[src/rtl/spdif_encoder_pkg.sv]
// Shared S/PDIF line constants: preamble patterns, frame geometry, slot map.
package spdif_encoder_pkg;

    localparam logic [7:0] PRE_B = 8'b11101000;
    localparam logic [7:0] PRE_M = 8'b11100010;
    localparam logic [7:0] PRE_W = 8'b11100100;

    localparam int HC_PER_FRAME     = 128;
    localparam int FRAMES_PER_BLOCK = 192;

    localparam logic [4:0] SLOT_PRE_LAST  = 5'd3;
    localparam logic [4:0] SLOT_AUD_FIRST = 5'd4;
    localparam logic [4:0] SLOT_AUD_LAST  = 5'd27;
    localparam logic [4:0] SLOT_V         = 5'd28;
    localparam logic [4:0] SLOT_U         = 5'd29;
    localparam logic [4:0] SLOT_C         = 5'd30;
    localparam logic [4:0] SLOT_P         = 5'd31;

    // Channel-status bit for a frame: only the first 32 frames of a block carry the word.
    function automatic logic cs_bit(input logic [31:0] word, input logic [7:0] frm);
        return (frm < 8'd32) ? word[frm[4:0]] : 1'b0;
    endfunction

endpackage

[src/rtl/spdif_encoder_bmc_out.sv]
// Biphase-mark line driver: owns the line-level register that is tx_out.
module spdif_bmc_out
    import spdif_encoder_pkg::*;
(
    input  logic i_clk,
    input  logic i_rst_n,
    input  logic i_clr,
    input  logic i_tick,
    input  logic i_half,
    input  logic i_data,
    input  logic i_is_pre,
    input  logic i_pre_first,
    input  logic i_pre_bit,
    output logic o_tx
);

    logic r_level;
    logic r_pre_base;

    // Preamble half-cells are XORed with the level seen just before the preamble;
    // data cells toggle at cell start and again mid-cell for a 1.
    always_ff @(posedge i_clk or negedge i_rst_n) begin
        if (!i_rst_n) begin
            r_level    <= 1'b0;
            r_pre_base <= 1'b0;
        end else if (i_clr) begin
            r_level    <= 1'b0;
            r_pre_base <= 1'b0;
        end else if (i_tick) begin
            if (i_is_pre) begin
                if (i_pre_first) begin
                    r_pre_base <= r_level;
                    r_level    <= i_pre_bit ^ r_level;
                end else begin
                    r_level <= i_pre_bit ^ r_pre_base;
                end
            end else if (!i_half) begin
                r_level <= ~r_level;
            end else begin
                r_level <= r_level ^ i_data;
            end
        end
    end

    assign o_tx = r_level;

endmodule

[src/rtl/spdif_encoder.sv]
// S/PDIF consumer transmitter: divider, half-cell/frame counters, one-entry
// sample buffer, subframe mux and V/U/C/P generation feeding the BMC driver.
module spdif_encoder
    import spdif_encoder_pkg::*;
#(
    parameter int          CLK_DIV = 4,
    parameter logic [31:0] CS_WORD = 32'h0000_0004
) (
    input  logic        clk_in,
    input  logic        resetb,
    input  logic        ena,
    input  logic [23:0] sample_l,
    input  logic [23:0] sample_r,
    input  logic        sample_valid,
    output logic        sample_ready,
    output logic        tx_out,
    output logic        frame_start,
    output logic        underrun
);

    localparam int DIV_W = (CLK_DIV > 1) ? $clog2(CLK_DIV) : 1;

    logic [DIV_W-1:0] r_div;
    logic [6:0]       r_hc;
    logic [7:0]       r_frm;
    logic             r_buf_full;
    logic [23:0]      r_buf_l;
    logic [23:0]      r_buf_r;
    logic [23:0]      r_frame_l;
    logic [23:0]      r_frame_r;
    logic             r_frame_v;

    logic        w_tick;
    logic        w_load;
    logic        w_accept;
    logic        w_right;
    logic [4:0]  w_slot;
    logic        w_half;
    logic [4:0]  w_aud_idx;
    logic [2:0]  w_pre_idx;
    logic [23:0] w_sample;
    logic        w_c;
    logic        w_parity;
    logic        w_is_pre;
    logic        w_pre_first;
    logic [7:0]  w_pattern;
    logic        w_pre_bit;
    logic        w_data_bit;

    // r_hc is the half-cell emitted on the next tick, so hc==0 at a tick is the frame load.
    assign w_tick   = ena && (r_div == DIV_W'(CLK_DIV - 1));
    assign w_load   = w_tick && (r_hc == 7'd0);
    assign w_accept = sample_valid && !r_buf_full;

    assign sample_ready = !r_buf_full;
    assign frame_start  = w_load;
    assign underrun     = w_load && !r_buf_full;

    // Divider and half-cell/frame counters; ena low parks everything at block start.
    always_ff @(posedge clk_in or negedge resetb) begin
        if (!resetb) begin
            r_div <= '0;
            r_hc  <= '0;
            r_frm <= '0;
        end else if (!ena) begin
            r_div <= '0;
            r_hc  <= '0;
            r_frm <= '0;
        end else if (w_tick) begin
            r_div <= '0;
            r_hc  <= r_hc + 7'd1;
            if (r_hc == 7'(HC_PER_FRAME - 1)) begin
                r_frm <= (r_frm == 8'(FRAMES_PER_BLOCK - 1)) ? 8'd0 : r_frm + 8'd1;
            end
        end else begin
            r_div <= r_div + DIV_W'(1);
        end
    end

    // One-entry holding buffer; a frame load empties it, an accept fills it.
    always_ff @(posedge clk_in or negedge resetb) begin
        if (!resetb) begin
            r_buf_full <= 1'b0;
            r_buf_l    <= '0;
            r_buf_r    <= '0;
        end else begin
            if (w_load) begin
                r_buf_full <= 1'b0;
            end
            if (w_accept) begin
                r_buf_full <= 1'b1;
                r_buf_l    <= sample_l;
                r_buf_r    <= sample_r;
            end
        end
    end

    // Frame registers: buffered sample, or silence flagged invalid on underrun.
    always_ff @(posedge clk_in or negedge resetb) begin
        if (!resetb) begin
            r_frame_l <= '0;
            r_frame_r <= '0;
            r_frame_v <= 1'b0;
        end else if (w_load) begin
            r_frame_l <= r_buf_full ? r_buf_l : 24'd0;
            r_frame_r <= r_buf_full ? r_buf_r : 24'd0;
            r_frame_v <= !r_buf_full;
        end
    end

    assign w_right     = r_hc[6];
    assign w_slot      = r_hc[5:1];
    assign w_half      = r_hc[0];
    assign w_aud_idx   = w_slot - SLOT_AUD_FIRST;
    assign w_pre_idx   = {w_slot[1:0], w_half};
    assign w_sample    = w_right ? r_frame_r : r_frame_l;
    assign w_c         = cs_bit(CS_WORD, r_frm);
    assign w_parity    = ^{w_sample, r_frame_v, 1'b0, w_c};
    assign w_is_pre    = (w_slot <= SLOT_PRE_LAST);
    assign w_pre_first = (r_hc[5:0] == 6'd0);
    assign w_pattern   = w_right ? PRE_W : ((r_frm == 8'd0) ? PRE_B : PRE_M);
    assign w_pre_bit   = w_pattern[3'd7 - w_pre_idx];

    // Slot mux for the data bit of the half-cell about to be sent.
    always_comb begin
        w_data_bit = 1'b0;
        if (w_slot == SLOT_V) begin
            w_data_bit = r_frame_v;
        end else if (w_slot == SLOT_U) begin
            w_data_bit = 1'b0;
        end else if (w_slot == SLOT_C) begin
            w_data_bit = w_c;
        end else if (w_slot == SLOT_P) begin
            w_data_bit = w_parity;
        end else if (w_slot >= SLOT_AUD_FIRST && w_slot <= SLOT_AUD_LAST) begin
            w_data_bit = w_sample[w_aud_idx];
        end
    end

    spdif_bmc_out u_bmc (
        .i_clk       (clk_in),
        .i_rst_n     (resetb),
        .i_clr       (!ena),
        .i_tick      (w_tick),
        .i_half      (w_half),
        .i_data      (w_data_bit),
        .i_is_pre    (w_is_pre),
        .i_pre_first (w_pre_first),
        .i_pre_bit   (w_pre_bit),
        .o_tx        (tx_out)
    );

endmodule

[config.mk]
export PLATFORM = sky130hd
export DESIGN_NAME = spdif_encoder
export DESIGN_NICKNAME = d
export VERILOG_FILES = /design/src/rtl/spdif_encoder_pkg.sv /design/src/rtl/spdif_encoder_bmc_out.sv /design/src/rtl/spdif_encoder.sv
export SDC_FILE = /design/constraint.sdc
export NUM_CORES = 1
export LEC_CHECK = 0
export ABC_AREA = 1
export BUFFER_PORTS_ARGS = -buffer_cell sky130_fd_sc_hd__buf_2
export CORE_UTILIZATION = 42
export CTS_CLUSTER_DIAMETER = 50
export DETAILED_ROUTE_END_ITERATION = 7
export PLACE_DENSITY_LB_ADDON = 0.12
export RECOVER_POWER = 50
export SYNTH_ARGS = -nofsm -noshare
export SYNTH_HDL_FRONTEND = slang
export SYNTH_SLANG_ARGS = --single-unit
[constraint.sdc]
create_clock -name clk_in -period 3.9 [get_ports clk_in]
set_clock_uncertainty 0.1 [all_clocks]
set_input_delay 0.78 -clock clk_in [delete_from_list [all_inputs] [get_ports clk_in]]
set_output_delay 0.78 -clock clk_in [all_outputs]
set_load 0.1 [all_outputs]
== Word level (Yosys, flattened, before mapping) ==
Memories as Yosys holds them, arrays and structs flattened.
Cells that the tools add are included.
W data, S select, Z words.

* Bits of input ports: 52
* Output and inout bits: 4
* Bits in read-only memories: 32
* Bits in writable memories: 0
* Word-level logic and storage cells: 87
* Memories: 1
* Register bits after elaboration: 117
* Latch bits: 0

* Bitwise gates (word level): 4
* Reductions and logical operators: 13
* Add/sub/neg operators: 5
* $mul: 0
* Div/mod/pow operators: 0
* Shifts and indexed selects: 0
* Equality and inequality tests: 11
* Order comparisons: 7
* Mux-type cells: 35

{| class="wikitable"
|+ Memories
! memory !! words !! width !! rd ports !! clocked after Yosys merged registers in !! write ports !! RTL line !! RTL
|-
| (no name shown) || 32 || 1 || 1 || 0 || 0 || spdif_encoder_pkg.sv:21 || <nowiki>return (frm < 8'd32) ? word[frm[4:0]] : 1'b0;</nowiki>
|}

{| class="wikitable"
|+ Operators by type and width
! cell !! count
|-
| $mux W24 || 3
|-
| $mux W8 || 4
|-
| $reduce_xor A27 Y1 || 1
|-
| $eq A5 B5 Y1 const B || 4
|-
| $mux W1 || 20
|-
| $mux W7 || 2
|-
| $lt A5 B6 Y1 const B || 2
|-
| $add A8 B1 Y8 const B || 1
|-
| $eq A8 B8 Y1 const B || 1
|-
| $logic_not A8 Y1 || 1
|-
| $lt A8 B6 Y1 const B || 1
|-
| $mux W4 || 2
|-
| $ne A2 B1 Y1 const B || 4
|-
| $add A7 B1 Y7 const B || 1
|-
| $eq A7 B7 Y1 const B || 1
|-
| $logic_not A7 Y1 || 1
|-
| $logic_not A6 Y1 || 1
|-
| $bmux W1 S5 || 1
|-
| $ge A5 B3 Y1 const B || 1
|-
| $le A5 B2 Y1 const B || 1
|-
| $le A5 B5 Y1 const B || 1
|-
| $logic_and A1 B1 Y1 || 5
|-
| $sub A5 B3 Y5 const B || 1
|-
| $lt A3 B4 Y1 const B || 1
|-
| 11 further kinds || 14
|}

== Logic depth before layout (Yosys ltp) ==
Gate-level depths: netlist of run 1.

* Depth after elaboration: 13
* Mapped depth: 23
* Gate-level depth less buffers: 22

== Hierarchy ==
From an unflattened synthesis of run 1, not the netlist that was laid out.

* Cell total of the unflattened synthesis: 798
* Area, all modules: 6282.3 µm²

{| class="wikitable"
|+ By module, submodules not included
! module !! seq. area each (µm²) !! cells an instance !! area an instance (µm²) !! times used
|-
| spdif_encoder || 2877.8 || 772 || 6129.6 || 1
|-
| spdif_bmc_out || 50.0 || 26 || 152.6 || 1
|}

== Worst setup path before layout of run 1 ==
Ideal clock, no wire load.

* Kind: in2out
* From: in ena
* To: out underrun
* Arrival time: 2838 ps
* Stages: 5
* Path slack: 182 ps
* Required time: 3020 ps
* Path buffers: 1
* Path through: clkbuf_1 nand2_1 nor3_2 inv_1 nor2_1

* Word-level cells in the longest chain between the ends: 3

{| class="wikitable"
|+ Ends and longest elaborated chain
! what !! RTL line !! RTL
|-
| from (decl) || spdif_encoder.sv:11 || <nowiki>input logic ena,</nowiki>
|-
| $logic_and A1 B1 Y1 || spdif_encoder.sv:51 || <nowiki>assign w_tick = ena && (r_div == DIV_W'(CLK_DIV - 1));</nowiki>
|-
| $logic_and A1 B1 Y1 || spdif_encoder.sv:52 || <nowiki>assign w_load = w_tick && (r_hc == 7'd0);</nowiki>
|-
| $logic_and A1 B1 Y1 || spdif_encoder.sv:57 || <nowiki>assign underrun = w_load && !r_buf_full;</nowiki>
|-
| to (decl) || spdif_encoder.sv:18 || <nowiki>output logic underrun</nowiki>
|}

No other way between the ends.

== Final worst setup path of run 1 ==
* From: reg r_hc[3]
* To: out underrun

* Word-level cells in the longest chain between the ends: 3

{| class="wikitable"
|+ Ends and longest elaborated chain
! what !! RTL line !! RTL
|-
| from (decl) || spdif_encoder.sv:24 || <nowiki>logic [6:0] r_hc;</nowiki>
|-
| from (signal assigned) || spdif_encoder.sv:71 || <nowiki>r_hc <= r_hc + 7'd1;</nowiki>
|-
| $logic_not A7 Y1 || spdif_encoder.sv:52 ||
|-
| $logic_and A1 B1 Y1 || spdif_encoder.sv:52 ||
|-
| $logic_and A1 B1 Y1 || spdif_encoder.sv:57 ||
|}

No other way between the ends.

==> results of run 1 <==
## flip-flops by register name, indices dropped and copies added (netlist names)
register          count
r_frame_l            24
r_buf_l              24
r_frame_r            24
u_bmc.r_pre_base      1
r_buf_full            1
r_frame_v             1
r_buf_r              24
u_bmc.o_tx            1
r_frm                 8
r_hc                  7
r_div                 2
## final cells by class
| type | instances | area [um2] | area share, % |
|---|---|---|---|
| inverter | 86 | 328 | 4.49 |
| clock buffer | 18 | 439 | 6.01 |
| multi-input combinational | 560 | 2930 | 40.1 |
| timing repair buffer | 60 | 324 | 4.43 |
| sequential | 117 | 2930 | 40.1 |
| clock inverter | 14 | 126 | 1.73 |
| tap | 184 | 230 | 3.15 |
## layout by cell type, fill, tap and decap left out, types with 2 or more instances in the layout
| master | netlist | final |
|---|---|---|
| inv_2 | 3 | 3 |
| mux2_2 | 48 | 48 |
| nor2_1 | 29 | 29 |
| o22ai_1 | 2 | 2 |
| clkbuf_16 | 0 | 17 |
| nor4_1 | 2 | 2 |
| dfrtp_1 | 117 | 116 |
| a21oi_1 | 25 | 25 |
| nor3_1 | 3 | 3 |
| o21ai_0 | 64 | 64 |
| clkbuf_2 | 1 | 2 |
| xnor2_1 | 2 | 2 |
| clkinv_4 | 0 | 3 |
| o21ai_2 | 5 | 5 |
| o21ai_1 | 5 | 5 |
| nand2_2 | 5 | 6 |
| inv_1 | 81 | 81 |
| clkinv_2 | 0 | 4 |
| nand3_1 | 83 | 83 |
| buf_2 | 7 | 52 |
| a211oi_1 | 2 | 2 |
| nand4_1 | 5 | 5 |
| clkinvlp_4 | 0 | 2 |
| ha_1 | 12 | 12 |
| inv_6 | 1 | 5 |
| buf_4 | 0 | 4 |
| nand2_1 | 261 | 260 |
## logic make-up after synthesis
group,after synthesis,synth area share [%]
AOI/OAI and AO/OA,106,8.87
xor gates and xnor gates,4,0.785
adders and majority gates,12,2.35
buffers and inverters,119,8.30
DFF,117,45.9
muxes,48,8.47
and+or+nand+nor,390,25.3
## synth_stat cells (2+ instances only)
| library cell | number | area share (%) |
|---|---|---|
| o21ai_1 | 5 | 0.39 |
| buf_2 | 7 | 0.55 |
| o21ai_0 | 64 | 5.0 |
| a21oi_1 | 25 | 2.0 |
| o21ai_2 | 5 | 0.69 |
| a211oi_1 | 2 | 0.24 |
| mux2_2 | 48 | 8.5 |
| inv_2 | 3 | 0.18 |
| nand3_1 | 83 | 6.5 |
| dfrtp_1 | 117 | 46 |
| nand2_2 | 5 | 0.49 |
| clkbuf_1 | 16 | 0.94 |
| nor2_1 | 29 | 1.7 |
| o22ai_1 | 2 | 0.20 |
| inv_1 | 81 | 4.8 |
| xnor2_1 | 2 | 0.27 |
| nor4_1 | 2 | 0.20 |
| nand2_1 | 261 | 15 |
| nor3_1 | 3 | 0.24 |
| nand4_1 | 5 | 0.49 |
| buf_6 | 9 | 1.6 |
| ha_1 | 12 | 2.4 |
## worst max-delay path: stages, from the launching register on
cell	delay, ns
dfrtp_1	0.51
inv_1	0.24
nand2_1	0.10
inv_1	0.08
nand3_1	0.18
nor3_4	0.17
buf_4	0.27
inv_1	0.13
nor2_1	0.22
buf_12	0.21
## worst paths after layout
path                                     startpoint                       end  slack (ns)
worst max-delay path            r_hc[3]$_DFFE_PN0P_                  underrun        0.48
worst min-delay path             r_div[0]$_DFF_PN0_        r_div[0]$_DFF_PN0_        0.33
worst max register to register  r_hc[6]$_DFFE_PN0P_    u_bmc.o_tx$_DFFE_PN0P_        0.93
worst min register to register   r_div[0]$_DFF_PN0_        r_div[0]$_DFF_PN0_        0.33
max in group asynchronous                    resetb   r_buf_r[17]$_DFFE_PN0P_        0.95
min in group asynchronous                    resetb  r_frame_r[8]$_DFFE_PN0P_        0.57
## power breakdown
group / total [mW] / switching, mW / internal, mW
registers: 1.98 / 0.262 / 1.72
logic: 1.83 / 1.10 / 0.734
clock network: 1.49 / 0.594 / 0.897
## metal layers
| layer | share of wire [%] | wire length, um |
|---|---|---|
| met5 | 0 | 0 |
| met4 | 2.1 | 303 |
| met3 | 3.6 | 520 |
| met2 | 46 | 6590 |
| met1 | 48 | 6960 |
## stage by stage
step	instance area (um2)	setup WS, ns	power, mW	hold slack, ns	std cells
3_5_place_dp	6760	0.851	3.83	0.332	1007
3_3_place_gp	6760	0.905	3.77	0.321	1007
5_1_grt	7310	0.237	5.76	0.349	1039
4_1_cts	7330	0.458	5.36	0.335	1039
2_1_floorplan	6380	0.182	3.39	0.310	796
6_report	7310	0.481	5.31	0.335	1039
==> results.txt, run 1 <==
Initial antenna violation count: 0
Data arrival at the endpoint of the critical path: 2.54 ns
Syn nets: 860
Synth Flop Type: dfrtp_1
Area of the die: 15700 um2
Crit path time final: 3.42 ns
Number of stages on the worst hold path: 1
Setup Buffers After CTS: 0
Reg2Reg Depth: 19
Layout Nets: 906
Post-DP HPWL: 10.0 mm
Maximum resistive drop on vdd: 0.532 mV
1st-pass router iterations: 7
Tightest Pin Transition: 1.55 ns
Via count: 5302
Critical path launch point type: flip-flop
Synth warn: 0
Overall routing resource usage: 20.0%
Clock tree from TritonCTS: built
RSZ-0062 raised after global routing: false
ANT nets after route: 0
Total of fill cells in the finished design: 1425
Post-route core utilization: 49.7%
1st-iter DRT viols: 229
Number of sinks on the clock net: 117
Yosys cell types: 32
Placer's final routability congestion estimate: 0.862
Floorplan die height: 125 um
Total leakage power: 3.64 nW
Via count of the first global-routing pass: 5308
Failing checks: max-capacitance violations, max-slew violations
Count of flip-flops with a built-in enable after synthesis: 0
Clock root buffer: clkbuf_16
Core box area: 14700 um2
Seq/Total Area, Yosys: 45.9%
Highest-utilization routing layer at the global route stage: met2
Fraction of the cycle the final worst path needs: 87.7%
Overflow after GRT: 0
Max Clock Freq: 0.293 GHz
Worst setup EP type: output pin
Crit path max fanout: 21
Critical path data required time: 3.02 ns
Wire length of the first global-routing pass: 24.9 mm
DRC violations left: 0
Met2 Usage GRT: 31.2%
Clock edge transition at the registers on the reported setup and hold paths: 0.06 ns
Category of the critical setup timing path: reg2out
Average cell area after synthesis: 8.01 um2
CTS H-Tree Depth: 4
Number of buffers added to fix hold violations after cts: 0
Placement row count: 44
Worst skew pair latency: 0.42 ns
Result of the run: finished with violations
Effective utilization at floorplan: 43.4%
Synthesized instance count: 796
Setup-failing EPs final: 0
Max cap viols: 1
Global-route track usage on met1: 26.5%
Accumulated negative setup slack: 0 ns
Average via count per standard cell: 5.10
Horizontal die dimension: 125 um
Proportion of layout cells with a drive suffix above 1: 18.6%
Antenna diode instance count: 0
Synthesis-stage register bit count: 117
Inserted Clock Buffers: 17
Port Buffers: 55
Total detailed-routing wirelength: 14.4 mm
Fraction of met3 tracks used by global routing: 4.66%
Largest net degree at the start of global routing: 77
Async set or reset register ratio after synthesis: 100%
Clk buf depth: 2
Cell area after synthesis: 6380 um2
Area overhead of the layout relative to synthesis: 14.6%
Worst slew margin relative to its limit: -3.50%
Fin. max-slew vios: 67
Classification of the worst-slack hold path: reg2reg
Pwr per Cell Area: 726 nW/um2
Number of hold violations in the final report: 0
Top Ports: 56
WL per Instance: 13.8 um
Number of gates resized after cts: 0
(Power assumes the default switching activity.)
==> run 2, diff against run 1 <==
--- a/config.mk
+++ b/config.mk
@@ -5,7 +5,6 @@
 export SDC_FILE = /design/constraint.sdc
 export NUM_CORES = 1
 export LEC_CHECK = 0
-export ABC_AREA = 1
 export BUFFER_PORTS_ARGS = -buffer_cell sky130_fd_sc_hd__buf_2
 export CORE_UTILIZATION = 42
 export CTS_CLUSTER_DIAMETER = 50
==> results.txt, run 2 <==
Area share of the leading cell type in the synthesized netlist: 49.2% (+3.3 points)
Crit path max fanout: 12 (-43%)
Seq/Total Area, Yosys: 49.2% (+3.3 points)
Placement row count: 43 (-2.3%)
Most instantiated cells after synthesis: dfrtp_1, nand2_1, nand3_1
Clock edge transition at the registers on the reported setup and hold paths: 0.05 ns (about the same)
Clock tree from TritonCTS: built
Synthesis-stage register bit count: 117 (unchanged)
# placed instances: 767 (-24%)
DRC violations left: 0 (unchanged)
Synth Flop Type: dfrtp_1
Setup-failing EPs final: 0 (unchanged)
Portion of total power attributed to combinational logic: 29.8% (-4.7 points)
Number of sinks on the clock net: 117 (unchanged)
Leading area contributor after synthesis: dfrtp_1
Top post-synthesis cells by area: dfrtp_1, mux2_2, nand2_1
Max Clock Freq: 0.279 GHz (-4.8%)
Synthesized instance count: 553 (-31%)
Post-DP HPWL: 8.94 mm (-11%)
Floorplan die height: 121 um (-3.4%)
Total leakage power: 3.26 nW (-10%)
Total detailed-routing wirelength: 12.8 mm (-11%)
CP max-delay cell: or3_1
Via count: 4185 (-21%)
ANT nets after route: 0 (unchanged)
Switching fraction of total power: 31.5% (-5.3 points)
Most frequently used cell type in the post-synthesis netlist: dfrtp_1
Total of fill cells in the finished design: 1236 (-13%)
Async set or reset register ratio after synthesis: 100% (unchanged)
Top Ports: 56 (unchanged)
Data arrival at the endpoint of the critical path: 2.71 ns (+0.17 ns)
Average cell area after synthesis: 10.8 um2 (+34%)
Setup Buffers After CTS: 0 (unchanged)
Effective utilization at floorplan: 43.0% (-0.37 points)
Critical path data required time: 3.02 ns (about the same)
Most common cell after layout, fill and taps aside: dfrtp_1
Number of hold violations in the final report: 0 (unchanged)
Number of gates resized after cts: 0 (unchanged)
Count of flip-flops with a built-in enable after synthesis: 0 (unchanged)
Most frequent cells in the layout: dfrtp_1, nand2_1, nand3_1
Category of the critical setup timing path: reg2out
Accumulated negative setup slack: 0 ns (unchanged)
WL per Instance: 16.0 um (+16%)
Proportion of layout cells with a drive suffix above 1: 25.9% (+7.3 points)
Placer's final routability congestion estimate: 0.826 (-4.2%)
Number of buffers added to fix hold violations after cts: 0 (unchanged)
Overflow after GRT: 0 (unchanged)
Yosys cell types: 50 (+56%)
Worst skew pair latency: 0.41 ns (about the same)
Pwr per Cell Area: 741 nW/um2 (+2.0%)
Layout Nets: 670 (-26%)
Fraction of the cycle the final worst path needs: 92.0% (+4.4 points)
NetSw: 1.63 mW (-17%)
Port Buffers: 55 (unchanged)
Clk buf depth: 2 (unchanged)
Crit path time final: 3.59 ns (+0.171 ns)
Fin. max-slew vios: 51 (-24%)
Maximum resistive drop on vdd: 0.618 mV (+16%)
Number of buffers and inverters on the critical path: 1 (-4)
Largest net degree at the start of global routing: 68 (-12%)
Area overhead of the layout relative to synthesis: 17.3%
1st-iter DRT viols: 389 (+70%)
Failing checks: max-capacitance violations, max-slew violations
Core box area: 13800 um2 (-5.9%)
Area of the die: 14600 um2 (-6.6%)
Worst setup EP type: output pin
Inserted Clock Buffers: 17 (unchanged)
1st-pass router iterations: 4 (-3)
CTS H-Tree Depth: 4 (unchanged)
Worst slew margin relative to its limit: -93.7% (-90 points)
Wire length of the first global-routing pass: 21.8 mm (-13%)
Via count of the first global-routing pass: 4210 (-21%)
Proportion of power drawn by flip-flops and latches: 40.2% (+2.8 points)
Tightest Pin Transition: 2.91 ns (+1.35 ns)
Hold_ws: 0.342 ns (+0.00763 ns)
Slowest stage delay, CP: 0.57 ns (+0.06 ns)
Share of total power in the clock network: 29.9% (+1.8 points)
Cell area after synthesis: 5950 um2 (-6.7%)
Category of cells accounting for the largest share of critical-path delay: simple AND/OR/NAND/NOR gates
Internal: 3.54 mW (+5.6%)
Max cap viols: 1 (unchanged)
Clock root buffer: clkbuf_16
Horizontal die dimension: 121 um (-3.4%)
Overall routing resource usage: 19.5% (-0.45 points)
Cells traversed along the worst timing path: nor3_1, nand3b_1, or3_1, nor2_1, buf_2
Number of standard cells in the final layout excluding fillers: 798 (-23%)
Critical path launch point type: flip-flop
Average via count per standard cell: 5.24 (+2.8%)
Syn nets: 617 (-28%)
Synth warn: 0 (unchanged)
RSZ-0062 raised after global routing: false
Classification of the worst-slack hold path: reg2reg
Initial antenna violation count: 0 (unchanged)
Antenna diode instance count: 0 (unchanged)
Result of the run: finished with violations
-- run 2: cell types whose count changed in the layout (fill, tap and decap cells not counted), sizes merged, moves of 22 or more --
cell   before  now
o21ai      74    9
nand3      83   57
inv        89   13
xor2        1   23
mux2i       0   23
nand2     267  114
a21oi      25    2
-- run 2: power by group through the flow --
stage          clock (mW)  combinational [mW]  sequential [mW]
6_report             1.55                1.54             2.08
5_1_grt              1.64                1.68             2.14
4_1_cts              1.59                1.55             2.09
3_5_place_dp            0                1.54             2.10
3_3_place_gp            0                1.51             2.09
2_1_floorplan           0                1.29             1.94
-- run 2: cell families (layout without fill, tap and decap cells) --
kind of cell	count (synthesis)	count (layout)	share of synthesized area (%)
xor+xnor	43	43	6.79
compound gates	38	38	4.67
fa+ha+maj	12	12	2.52
buf+inv	45	110	3.68
simple gates	218	218	16.7
flops	117	117	49.2
mux	80	80	16.4
-- run 2: cell type report --
cell class / count / area (um2) / area share (%)
tap: 180 / 225 / 3.23
clock buffer: 21 / 470 / 6.74
inverter: 11 / 41.3 / 0.592
timing repair buffer: 68 / 380 / 5.45
sequential: 117 / 2930 / 42.0
clock inverter: 10 / 123 / 1.76
multi-input combinational: 391 / 2810 / 40.3
-- run 2: final timing paths --
path / startpoint / to / slack (ns) / depth (start not counted)
min: r_div[0]$_DFF_PN0_ / r_div[0]$_DFF_PN0_ / 0.34 / 1
max reg2reg: r_hc[6]$_DFFE_PN0P_ / u_bmc.o_tx$_DFFE_PN0P_ / 0.79 / 8
min reg2reg: r_div[0]$_DFF_PN0_ / r_div[0]$_DFF_PN0_ / 0.34 / 1
min in group asynchronous: resetb / r_frm[0]$_DFFE_PN0P_ / 1.20 / 1
max: r_hc[3]$_DFFE_PN0P_ / underrun / 0.31 / 5
max in group asynchronous: resetb / r_frame_r[1]$_DFFE_PN0P_ / 0.84 / 1
-- run 2: routing by layer --
metal	up-vias	part of all wire (%)	global-route usage (%)
li1	2017	-	-
met1	2063	48	26.7
met2	89	47	28.9
met3	16	3.7	5.87
met4	0	1.7	7.72
met5	-	0	0
-- run 2: metrics by stage --
step           worst slack, ns  instance area, um2  power, mW  util (%)
2_1_floorplan            0.218                5950       3.23         -
3_3_place_gp             0.823                6390       3.60      46.2
3_5_place_dp             0.754                6390       3.64      46.2
4_1_cts                  0.302                6990       5.22      50.5
5_1_grt                  0.110                6980       5.47      50.5
6_report                 0.311                6980       5.17      50.5
